## src/rtl/ahb_pkg.sv

```systemverilog
// Shared AHB encodings and the slave state type for the NN calculator register/scratch memory.
package ahb_pkg;

    localparam logic [1:0] HTRANS_IDLE   = 2'b00;
    localparam logic [1:0] HTRANS_BUSY   = 2'b01;
    localparam logic [1:0] HTRANS_NONSEQ = 2'b10;
    localparam logic [1:0] HTRANS_SEQ    = 2'b11;

    localparam logic [1:0] HRESP_OKAY  = 2'b00;
    localparam logic [1:0] HRESP_ERROR = 2'b01;
    localparam logic [1:0] HRESP_RETRY = 2'b10;
    localparam logic [1:0] HRESP_SPLIT = 2'b11;

    localparam logic [2:0] HSIZE_WORD = 3'b010;

    typedef enum logic [2:0] {
        ST_IDLE,
        ST_WAIT,
        ST_DONE,
        ST_ERR1,
        ST_ERR2
    } slv_state_e;

    // Only NONSEQ and SEQ beats carry a real transfer.
    function automatic logic isActiveTrans(input logic [1:0] trans);
        return (trans == HTRANS_NONSEQ) || (trans == HTRANS_SEQ);
    endfunction

endpackage

```

## src/rtl/ahb_slv_mem.sv

```systemverilog
// DEPTH x 32 flop array: one synchronous write port, one combinational read port, cleared on reset.
module ahb_slv_mem #(
    parameter int DEPTH = 16,
    parameter int AW    = $clog2(DEPTH)
) (
    input  logic          clk_i,
    input  logic          rst_ni,
    input  logic          we_i,
    input  logic [AW-1:0] waddr_i,
    input  logic [31:0]   wdata_i,
    input  logic [AW-1:0] raddr_i,
    output logic [31:0]   rdata_o
);

    logic [31:0] mem_q [DEPTH];

    always_ff @(posedge clk_i or negedge rst_ni) begin
        if (!rst_ni) begin
            for (int i = 0; i < DEPTH; i++) begin
                mem_q[i] <= '0;
            end
        end else if (we_i) begin
            mem_q[waddr_i] <= wdata_i;
        end
    end

    assign rdata_o = mem_q[raddr_i];

endmodule

```

## src/rtl/ahb_slv_regmem_ctl.sv

```systemverilog
// AHB slave responder with configurable wait states and two-cycle ERROR responses.
// Optional build macro AHB_SLV_PROT_EN: user-mode writes (sHPROT[1]=0) are rejected with ERROR.
module ahb_slv_regmem_ctl
    import ahb_pkg::*;
#(
    parameter int DEPTH       = 16,
    parameter int WAIT_STATES = 1,
    parameter int AW          = $clog2(DEPTH)
) (
    input  logic        HCLK,
    input  logic        HRESET,
    input  logic        sHSEL,
    input  logic        sHREADYin,
    input  logic [31:0] sHADDR,
    input  logic [1:0]  sHTRANS,
    input  logic        sHWRITE,
    input  logic [2:0]  sHSIZE,
    input  logic [2:0]  sHBURST,
    input  logic [3:0]  sHPROT,
    input  logic [31:0] sHWDATA,
    output logic [31:0] sHRDATA,
    output logic        sHREADY,
    output logic [1:0]  sHRESP
);

    localparam logic [2:0] WS_LOAD = (WAIT_STATES > 0) ? 3'(WAIT_STATES - 1) : 3'd0;

    slv_state_e    state_q, state_d;
    logic [2:0]    waitCnt_q, waitCnt_d;
    logic [AW-1:0] wordIdx_q, wordIdx_d;
    logic          isWrite_q, isWrite_d;

    logic          accept;
    logic          addrErr;
    logic          readyOut;
    logic [1:0]    respOut;
    logic          memWe;
    logic [31:0]   memRdata;
    logic          unusedInputs;

    assign unusedInputs = ^{sHBURST, sHPROT};

    always_comb begin
        addrErr = (sHSIZE != HSIZE_WORD) || (|sHADDR[1:0]) || (|sHADDR[31:AW+2]);
`ifdef AHB_SLV_PROT_EN
        addrErr = addrErr || (sHWRITE && !sHPROT[1]);
`endif
    end

    always_ff @(posedge HCLK or negedge HRESET) begin
        if (!HRESET) begin
            state_q   <= ST_IDLE;
            waitCnt_q <= '0;
            wordIdx_q <= '0;
            isWrite_q <= 1'b0;
        end else begin
            state_q   <= state_d;
            waitCnt_q <= waitCnt_d;
            wordIdx_q <= wordIdx_d;
            isWrite_q <= isWrite_d;
        end
    end

    always_comb begin
        state_d   = state_q;
        waitCnt_d = waitCnt_q;
        wordIdx_d = wordIdx_q;
        isWrite_d = isWrite_q;
        readyOut  = 1'b1;
        respOut   = HRESP_OKAY;
        memWe     = 1'b0;
        accept    = 1'b0;

        case (state_q)
            ST_IDLE: begin
            end
            ST_WAIT: begin
                readyOut = 1'b0;
                if (waitCnt_q == 3'd0) begin
                    state_d = ST_DONE;
                end else begin
                    waitCnt_d = waitCnt_q - 3'd1;
                end
            end
            ST_DONE: begin
                memWe = isWrite_q;
            end
            ST_ERR1: begin
                readyOut = 1'b0;
                respOut  = HRESP_ERROR;
                state_d  = ST_ERR2;
            end
            ST_ERR2: begin
                respOut = HRESP_ERROR;
            end
            default: begin
                state_d = ST_IDLE;
            end
        endcase

        // Any ready state closes its data phase this cycle and may take a pipelined address phase.
        if (readyOut && (state_q inside {ST_IDLE, ST_DONE, ST_ERR2})) begin
            accept  = sHSEL && sHREADYin && isActiveTrans(sHTRANS);
            state_d = ST_IDLE;
            if (accept) begin
                wordIdx_d = sHADDR[AW+1:2];
                isWrite_d = sHWRITE;
                if (addrErr) begin
                    state_d = ST_ERR1;
                end else if (WAIT_STATES > 0) begin
                    state_d   = ST_WAIT;
                    waitCnt_d = WS_LOAD;
                end else begin
                    state_d = ST_DONE;
                end
            end
        end
    end

    ahb_slv_mem #(
        .DEPTH (DEPTH),
        .AW    (AW)
    ) u_mem (
        .clk_i   (HCLK),
        .rst_ni  (HRESET),
        .we_i    (memWe),
        .waddr_i (wordIdx_q),
        .wdata_i (sHWDATA),
        .raddr_i (wordIdx_q),
        .rdata_o (memRdata)
    );

    assign sHREADY = readyOut;
    assign sHRESP  = respOut;
    assign sHRDATA = ((state_q == ST_DONE) && !isWrite_q) ? memRdata : 32'h0;

endmodule
```

## config.mk

```make
export PLATFORM = sky130hd
export DESIGN_NAME = ahb_slv_regmem_ctl
export DESIGN_NICKNAME = d
export VERILOG_FILES = /design/src/rtl/ahb_pkg.sv /design/src/rtl/ahb_slv_mem.sv /design/src/rtl/ahb_slv_regmem_ctl.sv
export SDC_FILE = /design/constraint.sdc
export NUM_CORES = 1
export LEC_CHECK = 0
export CAP_MARGIN = 20
export CORE_ASPECT_RATIO = 1.25
export CORE_MARGIN = 3
export CORE_UTILIZATION = 60
export CTS_CLUSTER_DIAMETER = 120
export CTS_CLUSTER_SIZE = 28
export DETAILED_ROUTE_END_ITERATION = 10
export PLACE_DENSITY = 0.78
export SETUP_SLACK_MARGIN = 0.1
export SYNTH_ARGS = -nofsm -noshare
export SYNTH_HDL_FRONTEND = slang
export SYNTH_SLANG_ARGS = --single-unit
```

## constraint.sdc

```tcl
create_clock -name HCLK -period 2.4 [get_ports HCLK]
set_clock_uncertainty 0.15 [all_clocks]
set_input_delay 0.36 -clock HCLK [delete_from_list [all_inputs] [get_ports HCLK]]
set_output_delay 0.36 -clock HCLK [all_outputs]
set_load 0.03 [all_outputs]
```

# Word level (Yosys, flattened, before mapping)
# Cells that the tools add are included.
# W data, S select, Z words.
# op_classes
add_sub_neg	1
multipliers	0
div	0
magnitude_cmp	2
n_eq_ne	9
shifts	0
mux	20
bitwise_logic	1
n_reduce_logical	19
# ops
operator	n
$bwmux W512	1
$bmux W32 S4	1
$demux W32 S4	1
$mux W32	4
$reduce_or A26 Y1	1
$mux W3	7
$pmux W3 S3	1
$eq A3 B2 Y1 const B	2
$logic_not A3 Y1	2
$reduce_or A2 Y1	3
$ge A5 B5 Y1 const B	1
$logic_and A1 B1 Y1	5
$lt A5 B1 Y1 const B	1
$not A4 Y5	1
$eq A2 B2 Y1 const B	2
$mux W2	2
$reduce_and A2 Y1	2
$eq A3 B1 Y1 const B	1
$eq A3 B3 Y1 const B	1
$logic_or A1 B1 Y1	3
$mux W1	3
$ne A3 B2 Y1 const B	1
$ne A3 B3 Y1 const B	1
$reduce_bool A3 Y1	1
4 further kinds	4
# totals
ff_bits	523
latch_bits	0
mem_bits_rw	0
romBits	0
input_bits	81
output_inout_bits	35
wordCells	72
mem_count	0

# Logic depth before layout (Yosys ltp)
# depth
depth_word	6
depth_mapped	6
depth_no_buf	6

# By module
# A second synthesis with hierarchy kept.
# unflattened
cells_unflattened	1497
area_unflattened_um2	23622.7
# modules_own_cells
mod	n_inst	cells_each	area_per_inst_um2	seq_area_each_um2
ahb_slv_mem	1	1404	22774.3	12812.3
ahb_slv_regmem_ctl	1	93	848.3	275.3

# Worst setup path after synthesis
# No wires, ideal clock.
# synth_timing
path_kind	register to output
start	register wordIdx_q[0]
end	output sHRDATA[16]
arrival_ns	1.830
path_slack_ns	0.060
stages_incl_launch_ff	7
n_path_buf	3
path_cell_list	dfrtp_1 buf_2 buf_2 buf_2 mux4_2 a22oi_1 nand2_1
# synth_via
elab_chain_len	5
# synth_lines
element	line	source
from (decl)	ahb_slv_regmem_ctl.sv:30	logic [AW-1:0] wordIdx_q, wordIdx_d;
from (signal assigned)	ahb_slv_regmem_ctl.sv:59	wordIdx_q <= wordIdx_d;
$not A4 Y5 (not written as such)	ahb_slv_mem.sv:27	assign rdata_o = mem_q[raddr_i];
$bmux W32 S4	ahb_slv_mem.sv:27	
$mux W32 (not written as such) (2 in a row)	ahb_slv_mem.sv:27	
$mux W32	ahb_slv_regmem_ctl.sv:135	assign sHRDATA = ((state_q == ST_DONE) && !isWrite_q) ? memRdata : 32'h0;
to (decl)	ahb_slv_regmem_ctl.sv:21	output logic [31:0] sHRDATA,
# No other way between the ends. The select of a mux whose other input is x is not followed.

# Final worst setup path
# layout_timing
start	register isWrite_q
end	output sHRDATA[31]
# layout_via
elab_chain_len	3
# layout_lines
element	line	source
from (decl)	ahb_slv_regmem_ctl.sv:31	logic isWrite_q, isWrite_d;
from (signal assigned)	ahb_slv_regmem_ctl.sv:60	isWrite_q <= isWrite_d;
$logic_not A1 Y1	ahb_slv_regmem_ctl.sv:135	
$logic_and A1 B1 Y1	ahb_slv_regmem_ctl.sv:135	
$mux W32	ahb_slv_regmem_ctl.sv:135	
# No other way between the ends.

==> metrics.md <==
| Metric | Value |
|---|---|
| Status | `finished, violations left` |
| Failing checks | `setup timing` |
| Setup violators final | `32` |
| Final worst path period share | `127.6%` |
| Via Count | `13.66k` |
| Startpoint class of the critical path | `flop` |
| Inst Count DP | `2,039` |
| Vias in the first global route | `14.40k` |
| Pwr Density | `1145 mW/mm^2` |
| Final WS setup | `-0.6631 ns` |
| Most common cell in the netlist | `dfrtp_1` |
| CP Capture Type | `output pin` |
| Critical path peak fanout | `9` |
| Cells after synthesis | `1,462` |
| Worst slew pin tran | `0.5823 ns` |
| TritonCTS clock tree | `built` |
| FILL cells | `2,372` |
| Layout cell share with drive strength beyond 1 | `54.97%` |
| Die Area | `0.04160 sq mm` |
| IO Pins | `116` |
| Synth top area cells | `dfrtp_1 56%, mux2_2 24%, mux4_2 12%` |
| First-pass GRT wire length | `82,950 microns` |
| Routed WL | `58,140 microns` |
| FF+latch count, synth | `523` |
| HPWL after DPL | `33,590 microns` |
| Clk Tree Root Cell | `clkbuf_16` |
| Mean area per synthesized cell | `16.08 sq um` |
| DR iter-0 viols | `1,023` |
| Syn Std Cell Area | `0.02351 sq mm` |
| Minimum clock period | `3.063 ns` |
| Clock sinks | `523` |
| Rows | `80` |
| Gpl congestion | `0.7771` |
| Pre-CTS setup slack | `-0.08629 ns` |
| Die height | `227.3 microns` |
| CTS buffer count | `22` |
| Crit Path Category | `flop to output pin` |
| Final std cells w/o fill | `2,114` |
| Antenna Nets Post-Route | `0` |
| GRT overflow | `0` |
| Synth Flop Type | `dfrtp_1` |
| Yosys Warn Count | `0` |
| Leading cell types by count after synthesis | `523 x dfrtp_1, 493 x mux2_2, 128 x mux4_2, 66 x buf_2, 64 x a22oi_1` |
| Drt wl/cell | `27.50 microns` |
| Die width | `183.0 microns` |
| Largest net degree at the start of global routing | `76` |
| Fin. max-slew vios | `0` |
| All-Layer GR Usage | `25.89%` |
| FMAX | `326.5 MHz` |
| Clock slew at reported path FFs | `0.11 ns` |
| RSZ-0062 raised after global routing | `yes` |
| Worst Path Required | `1.89 ns` |
| EDFF count, synth | `0` |
| H-tree levels | `1` |
| Max_cap viols | `0` |
| Max Root-Sink Buffers | `3` |
| Drt via density | `6.461` |
| DRC | `0` |
| Final hold violations | `0` |
| Synth Net Count | `1,545` |
| Leading area contributor after synthesis | `dfrtp_1` |
| Max_slew headroom | `61.18%` |
| Pleak | `0.01226 uW` |
| Worst min-delay path class | `input pin to async pin` |
| Clock latency on the worst-skew pair | `0.56 ns` |
| Initial DRT Pass Iterations | `5` |
| Area Overhead vs Synth | `19.15%` |
| Fin Setup TNS | `-20.08 ns` |
| Worst vdd ir | `0.8626 mV` |
| Final nets | `1,702` |
| Synth cell types | `36` |
| Initial core utilization | `61.16%` |
| Post-synthesis sequential area ratio | `55.68%` |
| Synth top area share | `55.68%` |
| Arrival time at the worst endpoint | `2.55 ns` |
| Initial antenna violation count | `1` |
| FFs w/ async S/R, synth | `100.0%` |
| Core area | `0.03844 sq mm` |
| PortBufs | `106` |
==> cell usage in the layout (no fill, tap or decap), types with 12 or more instances in the layout <==
cell type,count
a22oi_1,48
a22oi_2,16
buf_12,74
buf_4,62
buf_6,28
clkbuf_16,38
clkdlybuf4s50_1,71
dfrtp_1,519
mux2_1,19
mux2_2,455
mux2_4,43
mux4_2,128
nand2_1,30
nand2_2,12
==> metrics by stage <==
stage	total power, uW	util (%)	hold slack (ns)	instance area, sq um
floorplan	22830	-	-0.08559	23510
global placement	25950	68.12	0.2113	26180
detailed placement	26720	68.12	0.2178	26180
CTS	31270	70.16	0.1977	26970
global route	33690	72.87	0.2272	28010
finish	32080	72.87	0.2006	28010
==> layer usage <==
layer,vias to the layer above,GRT usage (%),routed length (microns)
li1,5762,-,-
met1,7462,34.88,24160
met2,335,45.87,30030
met3,100,2.733,2211
met4,0,6.613,1733
met5,-,0,0
==> worst max-delay path, stage by stage (launching register included) <==
cell and delay (ns):
dfrtp_1 0.39, or4b_4 0.62, nor3_4 0.25, buf_4 0.27, a22oi_1 0.13, nand2_1 0.15, buf_6 0.15
==> power by group <==
part	internal, uW	total, uW	switching (uW)
clock	1750	4370	2620
sequential	12900	15100	2250
combinational	8030	12600	4580
==> path summary, 6_finish.rpt <==
| check | depth (start not counted) | startpoint | slack, ns | to |
|---|---|---|---|---|
| max | 6 | isWrite_q | -0.66 | sHRDATA[31] |
| max reg2reg | 9 | wordIdx_q[0] | 0.01 | u_mem.mem_q[117] |
| min | 2 | HRESET | 0.20 | u_mem.mem_q[184] |
| min in group HCLK | 2 | sHADDR[3] | 0.26 | wordIdx_q[1] |
| min reg2reg | 1 | u_mem.mem_q[148] | 0.35 | u_mem.mem_q[148] |
| max in group asynchronous | 3 | HRESET | 1.07 | wordIdx_q[2] |
==> registers in the layout (all words and copies together) (netlist names) <==
name / flops
isWrite_q: 1
state_q: 3
u_mem.mem_q: 512
waitCnt_q: 3
wordIdx_q: 4
==> cell type report <==
cell class	instances	area, sq um	area share, %
Clock buffer	25	583.1	2.082
Timing Repair Buffer	261	3522	12.58
Inverter	5	18.77	0.06701
Sequential cell	523	13100	46.77
Tap cell	492	615.6	2.198
Clock inverter	1	11.26	0.04021
Antenna cell	1	2.502	0.008935
Multi-Input combinational cell	806	10150	36.26
==> repair_timing <==
action                                  CTS  global route
endpoints found under the setup margin  109           232
endpoints found under the hold margin    51             0
pin swaps                                 2            15
buffers inserted                          1            28
gates cloned                              1            19
gates resized for setup                  43            91
hold buffers                              1             0
==> kinds of logic after synthesis <==
group | Yosys count | synth area share [%]
fa+ha+maj | 2 | 0.1064
flops | 523 | 55.68
mux | 645 | 37.03
compound gates | 70 | 2.209
xor+xnor | 1 | 0.03727
buf+inv | 133 | 2.736
other cells | 1 | 0.01595
simple gates | 87 | 2.188
Power figures use the tool's default switching activity.
